===== config.mk =====
export PLATFORM = sky130hd
export DESIGN_NAME = cp_remove
export DESIGN_NICKNAME = d
export VERILOG_FILES = /design/src/rtl/ofdm_pkg.sv /design/src/rtl/wb_stream_oreg.sv /design/src/rtl/cp_remove.sv
export SDC_FILE = /design/constraint.sdc
export NUM_CORES = 1
export LEC_CHECK = 0
export BUFFER_PORTS_ARGS = -buffer_cell sky130_fd_sc_hd__buf_4
export CAP_MARGIN = 20
export CORE_UTILIZATION = 48
export DETAILED_ROUTE_END_ITERATION = 8
export GPL_TIMING_DRIVEN = 0
export PLACE_DENSITY = 0.75
export SYNTH_ARGS = -nofsm -noshare
export SYNTH_HDL_FRONTEND = slang
export SYNTH_SLANG_ARGS = --single-unit

===== constraint.sdc =====
create_clock -name CLK_I -period 2.35 [get_ports CLK_I]
set_input_delay 0.3525 -clock CLK_I [delete_from_list [all_inputs] [get_ports CLK_I]]
set_output_delay 0.3525 -clock CLK_I [all_outputs]
set_load 0.05 [all_outputs]

===== src/rtl/ofdm_pkg.sv =====
// Shared OFDM datapath constants, sample field slices and a counter-width helper.
// Used by cp_remove and the other streaming stages.
package ofdm_pkg;

   localparam int N_FFT_DEF   = 256;
   localparam int CP_LEN_DEF  = 32;
   localparam int SYM_LEN_DEF = N_FFT_DEF + CP_LEN_DEF;

   localparam int SAMPLE_W = 32;
   localparam int RE_LSB   = 0;
   localparam int RE_MSB   = 15;
   localparam int IM_LSB   = 16;
   localparam int IM_MSB   = 31;

   // Smallest w with 2^w >= n (at least 1).
   function automatic int cnt_width(input int n);
      int w;
      w = 1;
      while ((1 << w) < n) w = w + 1;
      return w;
   endfunction

   function automatic logic [15:0] sample_re(input logic [SAMPLE_W-1:0] s);
      return s[RE_MSB:RE_LSB];
   endfunction

   function automatic logic [15:0] sample_im(input logic [SAMPLE_W-1:0] s);
      return s[IM_MSB:IM_LSB];
   endfunction

endpackage


===== src/rtl/wb_stream_oreg.sv =====
// Output register stage for a Wishbone-style stream: holds data/valid while the
// downstream stalls (o_halt = o_stb & ~i_ack), otherwise loads the new sample.
module wb_stream_oreg #(
   parameter int W = 32
) (
   input  logic         i_clk,
   input  logic         i_rst,
   input  logic [W-1:0] i_dat,
   input  logic         i_vld,
   input  logic         i_ack,
   output logic [W-1:0] o_dat,
   output logic         o_stb,
   output logic         o_halt
);

   logic [W-1:0] r_dat;
   logic         r_stb;

   assign o_halt = r_stb & ~i_ack;
   assign o_dat  = r_dat;
   assign o_stb  = r_stb;

   always_ff @(posedge i_clk) begin
      if (i_rst) begin
         r_dat <= '0;
         r_stb <= 1'b0;
      end else if (!o_halt) begin
         r_stb <= i_vld;
         if (i_vld) r_dat <= i_dat;
      end
   end

endmodule


===== src/rtl/cp_remove.sv =====
// OFDM receive cyclic-prefix removal: drops CP_LEN prefix samples per symbol and
// forwards the N_FFT body. Optional LAST_O port under macro CP_REMOVE_LAST_EN.
module cp_remove
   import ofdm_pkg::*;
#(
   parameter int N_FFT  = N_FFT_DEF,
   parameter int CP_LEN = CP_LEN_DEF,
   parameter int CNT_W  = cnt_width(SYM_LEN_DEF)
) (
   input  logic                CLK_I,
   input  logic                RST_I,
   input  logic [SAMPLE_W-1:0] DAT_I,
   input  logic                CYC_I,
   input  logic                WE_I,
   input  logic                STB_I,
   output logic                ACK_O,
   output logic [SAMPLE_W-1:0] DAT_O,
   output logic                CYC_O,
   output logic                STB_O,
   output logic                WE_O,
   input  logic                ACK_I,
`ifdef CP_REMOVE_LAST_EN
   output logic                LAST_O,
`endif
   output logic [15:0]         SYM_CNT_O
);

   localparam int SYM_LEN = N_FFT + CP_LEN;
   localparam logic [CNT_W-1:0] CP_IDX   = CNT_W'(CP_LEN);
   localparam logic [CNT_W-1:0] LAST_IDX = CNT_W'(SYM_LEN - 1);

   logic [CNT_W-1:0] r_s_cnt;
   logic             r_icyc;
   logic             r_cyc_o;
   logic [15:0]      r_sym_cnt;

   logic             w_ena;
   logic             w_halt;
   logic             w_ack;
   logic             w_start;
   logic [CNT_W-1:0] w_idx;
   logic             w_keep;
   logic             w_vld;
   logic             w_sym_end;
   logic             w_stb;

   assign w_ena   = CYC_I & STB_I & WE_I;
   assign w_ack   = w_ena & ~w_halt;
   assign w_start = CYC_I & ~r_icyc;

   // A sample accepted on the burst's first cycle is index 0 regardless of r_s_cnt.
   assign w_idx     = w_start ? '0 : r_s_cnt;
   assign w_keep    = (w_idx >= CP_IDX);
   assign w_vld     = w_ack & w_keep;
   assign w_sym_end = w_ack & (w_idx == LAST_IDX);

   always_ff @(posedge CLK_I) begin
      if (RST_I) begin
         r_s_cnt <= '0;
         r_icyc  <= 1'b0;
      end else begin
         r_icyc <= CYC_I;
         if (w_start)
            r_s_cnt <= w_ack ? CNT_W'(1) : '0;
         else if (w_ack)
            r_s_cnt <= (r_s_cnt == LAST_IDX) ? '0 : r_s_cnt + CNT_W'(1);
      end
   end

   wb_stream_oreg #(.W(SAMPLE_W)) u_oreg (
      .i_clk  (CLK_I),
      .i_rst  (RST_I),
      .i_dat  (DAT_I),
      .i_vld  (w_vld),
      .i_ack  (ACK_I),
      .o_dat  (DAT_O),
      .o_stb  (w_stb),
      .o_halt (w_halt)
   );

   // Burst flag rises with the first forwarded sample; falls once input burst
   // has ended and nothing is left pending downstream.
   always_ff @(posedge CLK_I) begin
      if (RST_I) begin
         r_cyc_o   <= 1'b0;
         r_sym_cnt <= '0;
      end else begin
         if (w_vld)
            r_cyc_o <= 1'b1;
         else if (!CYC_I && !w_stb)
            r_cyc_o <= 1'b0;
         if (w_sym_end)
            r_sym_cnt <= r_sym_cnt + 16'd1;
      end
   end

`ifdef CP_REMOVE_LAST_EN
   logic r_last;

   always_ff @(posedge CLK_I) begin
      if (RST_I)
         r_last <= 1'b0;
      else if (!w_halt)
         r_last <= w_sym_end;
   end

   assign LAST_O = r_last;
`endif

   assign ACK_O     = w_ack;
   assign STB_O     = w_stb;
   assign WE_O      = w_stb;
   assign CYC_O     = r_cyc_o;
   assign SYM_CNT_O = r_sym_cnt;

endmodule

==> impl_metrics.env <==
export IMPL_status="complete, no violations"
export IMPL_crit_type="flip-flop to flip-flop"
export IMPL_skew_ns=0.00737
export IMPL_pre_cts_ws_ns=0.217
export IMPL_fin_ws_ns=0.320
export IMPL_clkTransAtPathRegs_ns=0.07
export IMPL_maxCapViolCount=0
export IMPL_cp_end_kind="flip-flop"
export IMPL_wl_um=5860
export IMPL_synth_top_cell_by_area="dfxtp_1"
export IMPL_fin_crit_sh_pct=86.4
export IMPL_leakagePower_nw=1.37
export IMPL_ys_ff_latch=60
export IMPL_cts_root_buf="clkbuf_8"
export IMPL_via_count=2291
export IMPL_rows=25
export IMPL_min_path_type="input port to flip-flop"
export IMPL_yosys_warnings=0
export IMPL_drc=0
export IMPL_clock_sinks=60
export IMPL_port_buffers=89
export IMPL_cpMaxStageDelayCell="clkbuf_1"
export IMPL_antenna_cells=0
export IMPL_htreeDepth=3
export IMPL_rsz0062_at_grt="no"
export IMPL_maxSlewHeadroom_pct=66.2
export IMPL_synth_edf_count=0
export IMPL_coreArea_mm2=0.00479
export IMPL_post_cts_buffers=0
export IMPL_worst_slew_pin_slew_ns=0.506
export IMPL_grt_use_total_pct=22.5
export IMPL_cts_tree="yes"
export IMPL_chipWidth_um=73.0
export IMPL_seq_area_frac_synth_pct=49.7
export IMPL_worst_path_largest_cell_delay_ns=0.43
export IMPL_max_freq_ghz=0.493
export IMPL_layout_common_cells="buf_4, nand2_1, dfxtp_1"
export IMPL_cp_start_kind="flip-flop"
export IMPL_crit_arrival_ns=2.24
export IMPL_syn_inst=289
export IMPL_dp_cells=445
export IMPL_setup_violations=0
export IMPL_postPlaceCellArea_mm2=0.00317
export IMPL_areaGrowthSynthToFinish_pct=39.5
export IMPL_grt_overflow=0
export IMPL_whs_ns=0.252
export IMPL_cts_buffer_depth=2
export IMPL_synth_top_area_share_pct=49.7
export IMPL_finalHoldViolCount=0
export IMPL_grt_pass1_vias=1979
export IMPL_setup_tns_final_ns=0
export IMPL_final_common_cell="buf_4"
export IMPL_grt_pass1_wl_um=8950
export IMPL_initial_core_util_pct=50.5
export IMPL_synth_async_reset_ratio_pct=0
export IMPL_numCtsBuffers=9
export IMPL_crit_chain="nor2b_1, nor3b_2, clkbuf_1, and3_1, mux2i_1, nor2_1"
export IMPL_synthTopCellsByArea="dfxtp_1, nand2_1, a21oi_1, xor2_1, nor2_1"
export IMPL_ir_drop_mv=0.418
export IMPL_cts_resized=0
export IMPL_drv_slew=0
export IMPL_ys_types=33
export IMPL_clock_latency_ns=0.34
export IMPL_synth_area_mm2=0.00242
export IMPL_grt_max_degree=11
export IMPL_fin_crit_ns=2.03
export IMPL_ys_flop_type="dfxtp_1"
export IMPL_vias_per_cell=4.97
export IMPL_dieArea_mm2=0.00532
export IMPL_ioPinCount=90
export IMPL_ctsHoldBuffers=0
export IMPL_avgSynthCellArea_um2=8.36
export IMPL_post_dp_hpwl_um=4240
export IMPL_worstPathRequired_ns=2.56
export IMPL_drt_iter0_drc=100
export IMPL_nNetsFinal=429
export IMPL_syn_nets=329
export IMPL_layoutNonFillerInstCount=461
export IMPL_grt_antenna_before_repair=0
export IMPL_crit_path_max_fanout=10
export IMPL_fp_dieH_um=73.0
export IMPL_firstDrtPassIters=4
export IMPL_wl_per_cell_um=12.7
export IMPL_ant_nets=0
export IMPL_place_gp_congestion=0.757
export IMPL_power_density_mw_per_mm2=610
export IMPL_final_cell_area_mm2=0.00337
export IMPL_layout_drive_gt1_share_pct=28.4
[per-stage QoR]
step	total power, mW	util, %
global route	2.12	70.5
floorplan	1.07	-
CTS	2.07	70.5
global placement	1.13	66.2
finish	2.06	70.5
detailed placement	1.13	66.2
[layout make-up]
class / instances / area (um^2)
Timing Repair Buffer: 89 / 668
Multi-Input combinational cell: 212 / 1140
Tap cell: 67 / 83.8
Sequential cell: 60 / 1200
Clock inverter: 3 / 45.0
Fill cell: 411 / 1410
Clock buffer: 13 / 159
Inverter: 1 / 3.75
Buffer: 16 / 71.3
[per-layer routing]
layer / up-vias / part of all wire, % / wire length (um) / GRT usage (%)
met4: 0 / 3.0 / 176 / 15.7
met5: - / 0 / 0 / 0
met3: 12 / 4.5 / 266 / 4.70
li1: 1181 / - / - / -
met2: 63 / 48 / 2830 / 35.5
met1: 1035 / 44 / 2580 / 27.4
[where the power goes]
group	switching, mW	internal [mW]
clock network	0.402	0.548
registers	0.00166	1.02
logic	0.0388	0.0480
total	0.443	1.61
[registers in the layout, indices dropped and copies added, names as in the netlist]
name,count
CYC_O,1
SYM_CNT_O,16
r_icyc,1
r_s_cnt,9
u_oreg.o_dat,32
u_oreg.o_stb,1
[final timing paths]
path / start / slack [ns] / depth (start not counted) / to
worst max-delay path: u_oreg.o_stb / 0.32 / 6 / SYM_CNT_O[1]
worst min-delay path: DAT_I[6] / 0.25 / 3 / u_oreg.o_dat[6]
worst max register to register: u_oreg.o_stb / 0.32 / 6 / SYM_CNT_O[1]
worst min register to register: u_oreg.o_dat[4] / 0.45 / 2 / u_oreg.o_dat[4]
[Yosys cell counts (all sizes together), types with 3 or more instances]
cell type and n:
a21oi 39, and3 6, buf 3, clkbuf 13, dfxtp 60, mux2i 3
nand2 72, nand3 8, nand4 11, nor2 22, nor2b 3, nor3 4
nor3b 3, o21a 3, o21ai 5, or3 3, xor2 13
[worst max-delay path, delay by kind of cell (launching register included)]
family                 cells  cell delay (ns)
flip-flops                 1             0.34
AND/OR/NAND/NOR            4             0.93
multiplexers               1             0.20
buffers and inverters      1             0.43
[cells by family (layout without fill, tap and decap cells)]
kind of cell / after synthesis / count (layout) / synth area share, %
xor+xnor: 14 / 14 / 5.07
fa+ha+maj: 2 / 2 / 1.04
simple gates: 138 / 138 / 27.1
flops: 60 / 60 / 49.7
buf+inv: 17 / 122 / 3.11
compound gates: 55 / 55 / 12.8
mux: 3 / 3 / 1.24
Note: power is estimated with default switching activity, not from simulation.
